File: config.mk
export PLATFORM = sky130hd
export DESIGN_NAME = instr_fetch
export DESIGN_NICKNAME = d
export VERILOG_FILES = /design/src/rtl/instr_fetch.sv
export SDC_FILE = /design/constraint.sdc
export NUM_CORES = 1
export LEC_CHECK = 0
export ABC_AREA = 1
export BUFFER_PORTS_ARGS = -buffer_cell sky130_fd_sc_hd__buf_2
export CAP_MARGIN = 10
export CORE_ASPECT_RATIO = 0.75
export CORE_MARGIN = 1.5
export CORE_UTILIZATION = 40
export CTS_BUF_LIST = sky130_fd_sc_hd__clkbuf_2
export DETAILED_ROUTE_END_ITERATION = 12
export PLACE_DENSITY = 0.57
export SLEW_MARGIN = 0
export SYNTH_ARGS = -nofsm -noshare
export SYNTH_HDL_FRONTEND = slang
export SYNTH_SLANG_ARGS = --single-unit
File: constraint.sdc
create_clock -name clk -period 9 [get_ports clk]
set_clock_uncertainty 0.2 [all_clocks]
set_input_delay 0.9 -clock clk [delete_from_list [all_inputs] [get_ports clk]]
set_output_delay 0.9 -clock clk [all_outputs]
set_load 0.05 [all_outputs]
File: src/rtl/instr_fetch.sv
// Instruction fetch stage: one outstanding synchronous-memory read feeding a
// 2-entry {instr, pc} skid FIFO towards decode, with redirect-driven flush.
module instr_fetch #(
    parameter int                    ADDRESS_WIDTH = 5,
    parameter int                    DATA_WIDTH    = 32,
    parameter int                    PC_WIDTH      = 32,
    parameter logic [PC_WIDTH-1:0]   RESET_PC      = '0
) (
    input  logic                     clk,
    input  logic                     rst_n,
    output logic [ADDRESS_WIDTH-1:0] imem_addr,
    input  logic [DATA_WIDTH-1:0]    imem_rd,
    input  logic                     redirect_valid,
    input  logic [PC_WIDTH-1:0]      redirect_pc,
    output logic                     id_valid,
    input  logic                     id_ready,
    output logic [DATA_WIDTH-1:0]    id_instr,
    output logic [PC_WIDTH-1:0]      id_pc
);

    logic [PC_WIDTH-1:0]   pc;
    logic [PC_WIDTH-1:0]   inflight_pc;
    logic                  inflight;
    logic [1:0]            count;
    logic                  rd_ptr;
    logic                  wr_ptr;
    logic [DATA_WIDTH-1:0] fifo_instr [2];
    logic [PC_WIDTH-1:0]   fifo_pc    [2];

    logic                  pop;
    logic                  push;
    logic                  issue;
    logic                  fifo_nonempty;
    logic [2:0]            occupancy;
    logic [1:0]            count_next;

    assign imem_addr     = pc[ADDRESS_WIDTH+1:2];
    assign fifo_nonempty = (count != 2'd0);
    assign id_valid      = fifo_nonempty && !redirect_valid;
    assign pop           = id_valid && id_ready;
    assign push          = inflight && !redirect_valid;

    // Slots already claimed (buffered + in flight) less the one leaving this
    // cycle must stay below 2, written without subtraction to avoid underflow.
    assign occupancy  = {1'b0, count} + {2'b00, inflight};
    assign issue      = !redirect_valid && (occupancy < (3'd2 + {2'b00, pop}));
    assign count_next = count + {1'b0, push} - {1'b0, pop};

    // Outputs read zero whenever the FIFO is empty, which covers reset since
    // the data storage itself is not reset.
    assign id_instr = fifo_nonempty ? fifo_instr[rd_ptr] : '0;
    assign id_pc    = fifo_nonempty ? fifo_pc[rd_ptr]    : '0;

    always_ff @(posedge clk or negedge rst_n) begin
        if (!rst_n) begin
            pc       <= {RESET_PC[PC_WIDTH-1:2], 2'b00};
            inflight <= 1'b0;
            count    <= 2'd0;
            rd_ptr   <= 1'b0;
            wr_ptr   <= 1'b0;
        end else if (redirect_valid) begin
            pc       <= {redirect_pc[PC_WIDTH-1:2], 2'b00};
            inflight <= 1'b0;
            count    <= 2'd0;
            rd_ptr   <= 1'b0;
            wr_ptr   <= 1'b0;
        end else begin
            inflight <= issue;
            if (issue) begin
                pc <= pc + PC_WIDTH'(4);
            end
            count <= count_next;
            if (push) begin
                wr_ptr <= !wr_ptr;
            end
            if (pop) begin
                rd_ptr <= !rd_ptr;
            end
        end
    end

    always_ff @(posedge clk) begin
        if (issue) begin
            inflight_pc <= pc;
        end
        if (push) begin
            fifo_instr[wr_ptr] <= imem_rd;
            fifo_pc[wr_ptr]    <= inflight_pc;
        end
    end

endmodule

Word-level counts from Yosys, hierarchy flattened --
Memory sizes are Yosys's and may differ from the RTL's. Index checks and enable logic that the tools add are counted.
Word-level totals: register bits after elaboration 69, RAM bits 128, input port bits 68, output and inout bits 70, memories kept 2
Operators by class: add/sub/neg operators 5, magnitude comparators 1, multiplexer cells 12, reduce and logical (&&, ||, !) cells 11
Memories:
- fifo_instr | words 2, bits a word 32, rd ports 1, clocked after Yosys merged registers in 0, write ports 1, line 27 | logic [DATA_WIDTH-1:0] fifo_instr [2];
- fifo_pc | words 2, bits a word 32, rd ports 1, clocked after Yosys merged registers in 0, write ports 1, line 28 | logic [PC_WIDTH-1:0] fifo_pc [2];
Operator list (number):
- 32-bit two-way mux | 4
- 32-bit by 3-bit adder with 32-bit output (second input constant) | 1
- 2-bit nonzero test | 4
- 1-bit two-way mux | 7
- 1-bit logical AND | 4
- 2-bit by 1-bit adder with 3-bit output | 1
- 2-bit by 1-bit adder with 3-bit output (first input constant) | 1
- 1-bit zero test | 3
- 3-bit < comparator | 1
- 2-bit by 1-bit adder with 2-bit output | 1
- 2-bit two-way mux | 1
- 2-bit by 1-bit subtractor with 2-bit output | 1

Longest topological paths before layout --
Gate-level depths: netlist of run 1.
depth in word-level cells 8, gate-level depth with buffers 11, mapped depth without buffers 11

Least setup slack after synthesis of run 1 --
Ideal clock, no wire load.
path kind input-to-reg, start point in redirect_valid, end point mem fifo_instr[0][0] (enable), setup time 0.482 ns, arrival 3.969 ns, data required time 8.318 ns, setup slack 4.349 ns, stages 5, cells stage by stage buf_6 inv_4 buf_2 nand2_1 nor2_1
Between the ends: longest elaborated chain between the ends 4
RTL lines:
- from (decl) | line 13 | input logic redirect_valid,
- 1-bit zero test | line 41 | assign push = inflight && !redirect_valid;
- 1-bit logical AND | line 41
- 1-bit two-way mux | line 86 | if (push) begin
- 1-bit two-way mux (not written as such) | line 87 | fifo_instr[wr_ptr] <= imem_rd;
- to (decl) | line 27
Every way passes these cells.

Final worst setup path of run 1 --
start point reg count[1], end point out id_pc[14]
Between the ends: longest elaborated chain between the ends 2
RTL lines:
- from (decl) | line 24 | logic [1:0] count;
- from (signal assigned) | line 72 | count <= count_next;
- 2-bit nonzero test | line 38 | assign fifo_nonempty = (count != 2'd0);
- 32-bit two-way mux | line 52 | assign id_pc = fifo_nonempty ? fifo_pc[rd_ptr] : '0;
- to (decl) | line 18 | output logic [PC_WIDTH-1:0] id_pc
Every way passes these cells.

==> summary.md, run 1 <==
| Metric | Value |
|---|---|
| Netlist Area Pre-Place | 8110 um2 |
| Area contributors post-synth | edfxtp_1, nand2_1, dfrtp_1, a21oi_1, nand3_1 |
| Outcome | completed |
| Antenna violations before repair | 0 |
| GRT Util Overall | 0.175 |
| P per Cell Area | 284 nW/um2 |
| Max Fclk | 280 MHz |
| Worst Path Required | 7.90 ns |
| Final net count | 976 |
| Row count | 44 |
| N_diodes | 0 |
| Via/cell ratio | 4.81 |
| Initial Util | 0.414 |
| Tmin final | 3.57 ns |
| Ys Warns | 0 |
| Clock Sinks | 189 |
| Routed WL | 17800 um |
| DP HPWL | 11300 um |
| Vias in the first global route | 5335 |
| Setup repair after global routing missed its margin | no |
| Max-cap violation count | 0 |
| Critical path endpoint category | output pin |
| Max H-tree Level | 4 |
| Critical path arrival | 2.47 ns |
| Crit path setup slack, layout | 5.43 ns |
| Area growth from synthesis to layout | 14.7% |
| Core box area | 19600 um2 |
| GP Congestion | 0.831 |
| DIE AREA | 21100 um2 |
| Seq/Total Area, Yosys | 0.678 |
| DRT Pass-1 Iters | 5 |
| Via Count | 5625 |
| Fin. Hold Viols | 0 |
| Placed Instance Area | 8950 um2 |
| Critical setup path kind | reg -> out |
| Syn Area/Cell | 10.5 um2 |
| Maximum VDD drop | 112 uV |
| CTS Buf Count | 17 |
| Worst skew pair latency | 0.72 ns |
| Post-Synth Adder-Cell Area | 0.00771 |
| Slew HR | 0.396 |
| Compound-gate portion of the synthesized area | 0.0437 |
| Largest family of logic cells by synthesized area | simple AND/OR/NAND/NOR gates |
| I/O Buffers | 133 |
| Final Cycle Share | 0.396 |
| DIE HEIGHT | 126 um |
| Post-route setup TNS | 0 ns |
| Worst setup SP type | flip-flop |
| Leak | 0.00390 uW |
| Prevailing post-synth register cell | edfxtp_1 |
| #FFs+latches synth | 189 |
| Critical path buffer and inverter count | 4 |
| Global route total overflow | 0 |
| Async S/R FF share, synth | 0.185 |
| Routed length per placed instance | 15.3 um |
| Worst slew pin tran | 0.907 ns |
| Die width | 167 um |
| DR iter-0 viols | 475 |
| First-pass GRT wire length | 28600 um |
| Post-synth EDFFs | 154 |
| Synth Instances | 770 |
| Final setup violation count | 0 |
| Longest Clk Path Bufs | 2 |
| Antenna viol nets, final | 0 |
| Fill count | 1884 |
| Clk root buf | clkbuf_2 |
| CTS tree | yes |
| Hold Path Class | in -> reg |
| Critical path, cell by cell | inv_1 > nand2_1 > inv_2 > buf_4 > a21oi_1 > buf_2 |
| CP max-delay cell | buf_4 |
| XOR/XNOR Fraction of Synth Area | 0.0162 |
| Worst-path clk slew | 0.28 ns |
| # IOs | 138 |
| Crit-path max FO | 59 |
| Drt drc | 0 |
| Worst path max stage delay | 0.55 ns |
| Post-route design area | 9300 um2 |
| Synth top area share | 0.570 |
| Distinct cells, synth | 31 |
| Layout cell share with drive strength beyond 1 | 0.210 |
| Mux share of post-synthesis cell area | 0 |
| Crit path max-delay family | buffers and inverters |
| Dpl ws | 5.70 ns |
| Largest net degree at the start of global routing | 65 |
| Slew Viols, Final | 0 |
| Synth Area in Simple Gates | 0.210 |
| Yosys top cell by area | edfxtp_1 |
-- per-layer routing --
layer	routed length, um	part of all wire	vias to the layer above	GRT usage
li1	-	-	2821	-
met1	8990	0.50	2623	0.263
met2	7610	0.43	175	0.261
met3	1130	0.063	6	0.0431
met4	102	0.0057	0	0.0334
met5	0	0	-	0
-- cell type report --
class	count	area, um2	area share
clock inverter	14	148	0.0159
inverter	38	145	0.0156
multi-input combinational	507	2280	0.245
timing repair buffer	150	821	0.0883
sequential	189	5500	0.592
tap	253	317	0.0340
clock buffer	18	90.1	0.00969
-- flip-flops by register name, summed over array words and instances, names as in the netlist --
register     flops
wr_ptr           1
fifo_instr      64
count            2
rd_ptr           1
inflight         1
pc              30
fifo_pc         60
inflight_pc     30
-- path summary, 6_finish.rpt --
check	start	end	slack (ns)	cells after the start
min in group asynchronous	rst_n	pc[20]$_DFFE_PN0P_	0.56	2
worst min-delay path	imem_rd[1]	fifo_instr[1][1]$_DFFE_PP_	0.14	1
worst max register to register	inflight$_DFF_PN0_	inflight_pc[22]$_DFFE_PP_	6.46	6
max in group asynchronous	rst_n	rd_ptr$_DFFE_PN0P_	7.48	2
worst min register to register	inflight_pc[24]$_DFFE_PP_	fifo_pc[1][24]$_DFFE_PP_	0.29	0
worst max-delay path	count[1]$_DFF_PN0_	id_pc[14]	5.43	6
-- cells by family (layout without fill, tap and decap cells) --
group,after synthesis,count (layout)
AND/OR/NAND/NOR,416,416
AO/OA/AOI/OAI,69,69
buffers and inverters,75,220
adder cells (fa/ha/maj),5,5
flip-flops,189,189
other,1,2
XOR/XNOR,15,15
-- cell usage in the layout, fill, tap and decap left out, drive strengths merged --
cell | synthesis | routed
dfrtp | 35 | 35
clkinv | 0 | 7
clkbuf | 17 | 18
dlygate4sd3 | 0 | 11
a21oi | 62 | 62
buf | 20 | 139
nand3b | 7 | 7
conb | 1 | 2
nor2 | 51 | 51
inv | 38 | 45
o21ai | 3 | 3
o22ai | 1 | 1
edfxtp | 154 | 154
nand4 | 2 | 2
o21bai | 2 | 2
o211ai | 1 | 1
xor2 | 6 | 6
or2 | 1 | 1
nand3 | 47 | 47
xnor2 | 9 | 9
nand2 | 308 | 308
ha | 5 | 5
-- synth_stat cells (4+ instances only) --
| master | count |
|---|---|
| edfxtp_1 | 154 |
| dfrtp_1 | 35 |
| buf_1 | 4 |
| xnor2_1 | 9 |
| inv_1 | 31 |
| nor2_1 | 45 |
| nor2_2 | 4 |
| nand3b_1 | 7 |
| buf_4 | 8 |
| buf_6 | 5 |
| nand3_1 | 46 |
| xor2_1 | 6 |
| a21oi_1 | 62 |
| nand2_1 | 305 |
| inv_2 | 6 |
| ha_1 | 5 |
| clkbuf_1 | 17 |
-- what timing repair did --
| item | CTS | global route |
|---|---|---|
| gates resized for setup | 0 | 0 |
| setup buffers | 0 | 0 |
| hold buffers | 1 | 10 |
| endpoints found under the hold margin | 27 | 19 |
-- power breakdown --
group / switching (uW) / internal, uW
registers: 125 / 1150
clock network: 315 / 92.1
logic: 751 / 210
total: 1190 / 1450
-- per-stage QoR --
step	instances	power [uW]	hold WS (ns)	utilization
floorplan	771	2000	0.221	-
global placement	1126	2250	0.228	0.457
detailed placement	1126	2260	0.234	0.457
CTS	1159	2670	0.0247	0.469
global route	1169	2800	0.00470	0.474
finish	1169	2640	0.136	0.474
Note: power is estimated with default switching activity, not from simulation.
==> run 2: changes to the inputs <==
clock period = 3.74 ns   (was 9 ns; I/O delays follow)
==> summary.md, run 2 (synthesis gave the netlist of run 1 again) <==
| Metric | Value |
|---|---|
| Slew HR | 0.524 |
| Setup repair bufs after CTS | 0 |
| Critical path, cell by cell | inv_2 > buf_12 > nand2_1 > a21oi_1 > buf_2 |
| Crit path max-delay family | buffers and inverters |
| Initial Util | 0.414 |
| Worst path max stage delay | 0.46 ns |
| Routed WL | 18100 um |
| Longest Clk Path Bufs | 2 |
| DIE AREA | 21100 um2 |
| Routed length per placed instance | 14.5 um |
| Global route total overflow | 0 |
| Antenna violations before repair | 0 |
| Layout cell share with drive strength beyond 1 | 0.194 |
| Final net count | 1056 |
| # IOs | 138 |
| Non-filler cells in the finished layout | 1249 |
| Dpl ws | 1.26 ns |
| P per Cell Area | 636 nW/um2 |
| CTS tree | yes |
| Worst skew pair latency | 0.73 ns |
| Most common cell after layout, fill and taps aside | nand2_1 |
| Final setup violation count | 0 |
| Row count | 44 |
| Final Cycle Share | 0.812 |
| Leak | 0.00421 uW |
| N_diodes | 0 |
| Maximum VDD drop | 254 uV |
| Critical path buffer and inverter count | 3 |
| Area growth from synthesis to layout | 25.2% |
| Worst setup SP type | flip-flop |
| Clk root buf | clkbuf_2 |
| Critical setup path kind | reg -> out |
| Crit-path max FO | 35 |
| Min-delay src | imem_rd[20] |
| First-pass GRT wire length | 29200 um |
| Fill count | 1804 |
| GRT Util Overall | 0.179 |
| Antenna viol nets, final | 0 |
| Worst Path Required | 3.17 ns |
| Largest net degree at the start of global routing | 65 |
| I/O Buffers | 133 |
| Critical path endpoint category | output pin |
| Core box area | 19600 um2 |
| Clock Sinks | 189 |
| GP Congestion | 0.850 |
| Worst R2R End | count[1]$_DFF_PN0_ |
| Worst flop-to-flop path startpoint | count[0]$_DFF_PN0_ |
| Placed cells | 1127 |
| Outcome | completed |
| Most frequent cells in the layout | nand2_1, edfxtp_1, buf_2 |
| Setup repair after global routing missed its margin | no |
| Post-route setup TNS | 0 ns |
| Drt drc | 0 |
| Max reg flops | 64 |
| DP HPWL | 11500 um |
| Hold Path Class | in -> reg |
| Via/cell ratio | 4.67 |
| CTS Buf Count | 17 |
| Crit path setup slack, layout | 0.701 ns |
| DRT Pass-1 Iters | 5 |
| Max Fclk | 329 MHz |
| Vias in the first global route | 5642 |
| Die width | 167 um |
| CP max-delay cell | dfrtp_2 |
| DIE HEIGHT | 126 um |
| Overall power | 6450 uW |
| Max-cap violation count | 0 |
| Largest Register | fifo_instr |
| Tmin final | 3.04 ns |
| Reg-to-reg slack, setup | 1.42 ns |
| DR iter-0 viols | 408 |
| Worst r2r path cells | 11 |
| Top Registers | fifo_instr x64, fifo_pc x60 |
| Max H-tree Level | 4 |
| Worst-path clk slew | 0.29 ns |
| Critical path arrival | 2.46 ns |
| Slew Viols, Final | 0 |
| Hold Crit Depth | 2 |
| Via Count | 5833 |
| Worst slew pin tran | 0.714 ns |
| Fin. Hold Viols | 0 |
| Worst hold path endpoint | fifo_instr[1][20]$_DFFE_PP_ |
==> run 2: changes by cell type in the layout (fill, tap and decap cells not counted), sizes merged <==
cell / before / now
clkinv: 7 / 5
inv: 45 / 44
buf: 139 / 140
clkbuf: 18 / 17
dlygate4sd3: 11 / 90
bufinv: 0 / 1
clkinvlp: 0 / 3
==> run 2: metal layers <==
metal	share of wire	vias up	wire length, um	track usage
li1	-	2984	-	-
met1	0.51	2682	9190	0.257
met2	0.44	162	7920	0.282
met3	0.052	5	948	0.0427
met4	0.0043	0	78	0.0313
met5	0	-	0	0
==> run 2: final cells by class <==
cell class / instances / area, um2 / share of cell area
flip-flops and latches: 189 / 5500 / 0.542
multi-input cells: 507 / 2280 / 0.224
repair buffers: 230 / 1670 / 0.164
well taps: 253 / 317 / 0.0312
clock inverters: 15 / 156 / 0.0154
inverters: 38 / 145 / 0.0143
clock buffers: 17 / 85.1 / 0.00838
==> run 2: repair_timing <==
action / CTS / global route
hold endpoints to repair: 133 / 4
hold buffers: 88 / 2
gates resized for setup: 0 / 0
==> run 2: power by group <==
group,leakage (uW),switching (uW),internal [uW]
clock,0.000140,723,266
combinational,0.00221,1830,588
sequential,0.00186,296,2750
==> run 2: metrics by stage <==
stage	hold slack, ns	instance area, um2	utilization
6_report	0.130	10200	0.518
3_3_place_gp	0.229	9010	0.460
3_5_place_dp	0.230	9010	0.460
4_1_cts	0.0360	10100	0.517
2_1_floorplan	-0.122	8120	-
5_1_grt	0.00373	10200	0.518
==> run 2: how the worst max path moves through the flow <==
stage	from	to	slack (ns)	cells past startpoint
after floorplan	redirect_valid	fifo_instr[0][0]$_DFFE_PP_	0.65	5
after detailed placement	redirect_valid	pc[12]$_DFFE_PN0P_	1.26	9
final	rd_ptr$_DFFE_PN0P_	id_instr[17]	0.70	5
after CTS	rd_ptr$_DFFE_PN0P_	id_pc[15]	0.58	5
after global routing	rd_ptr$_DFFE_PN0P_	id_pc[13]	0.49	5
after global placement	redirect_valid	pc[22]$_DFFE_PN0P_	1.30	9
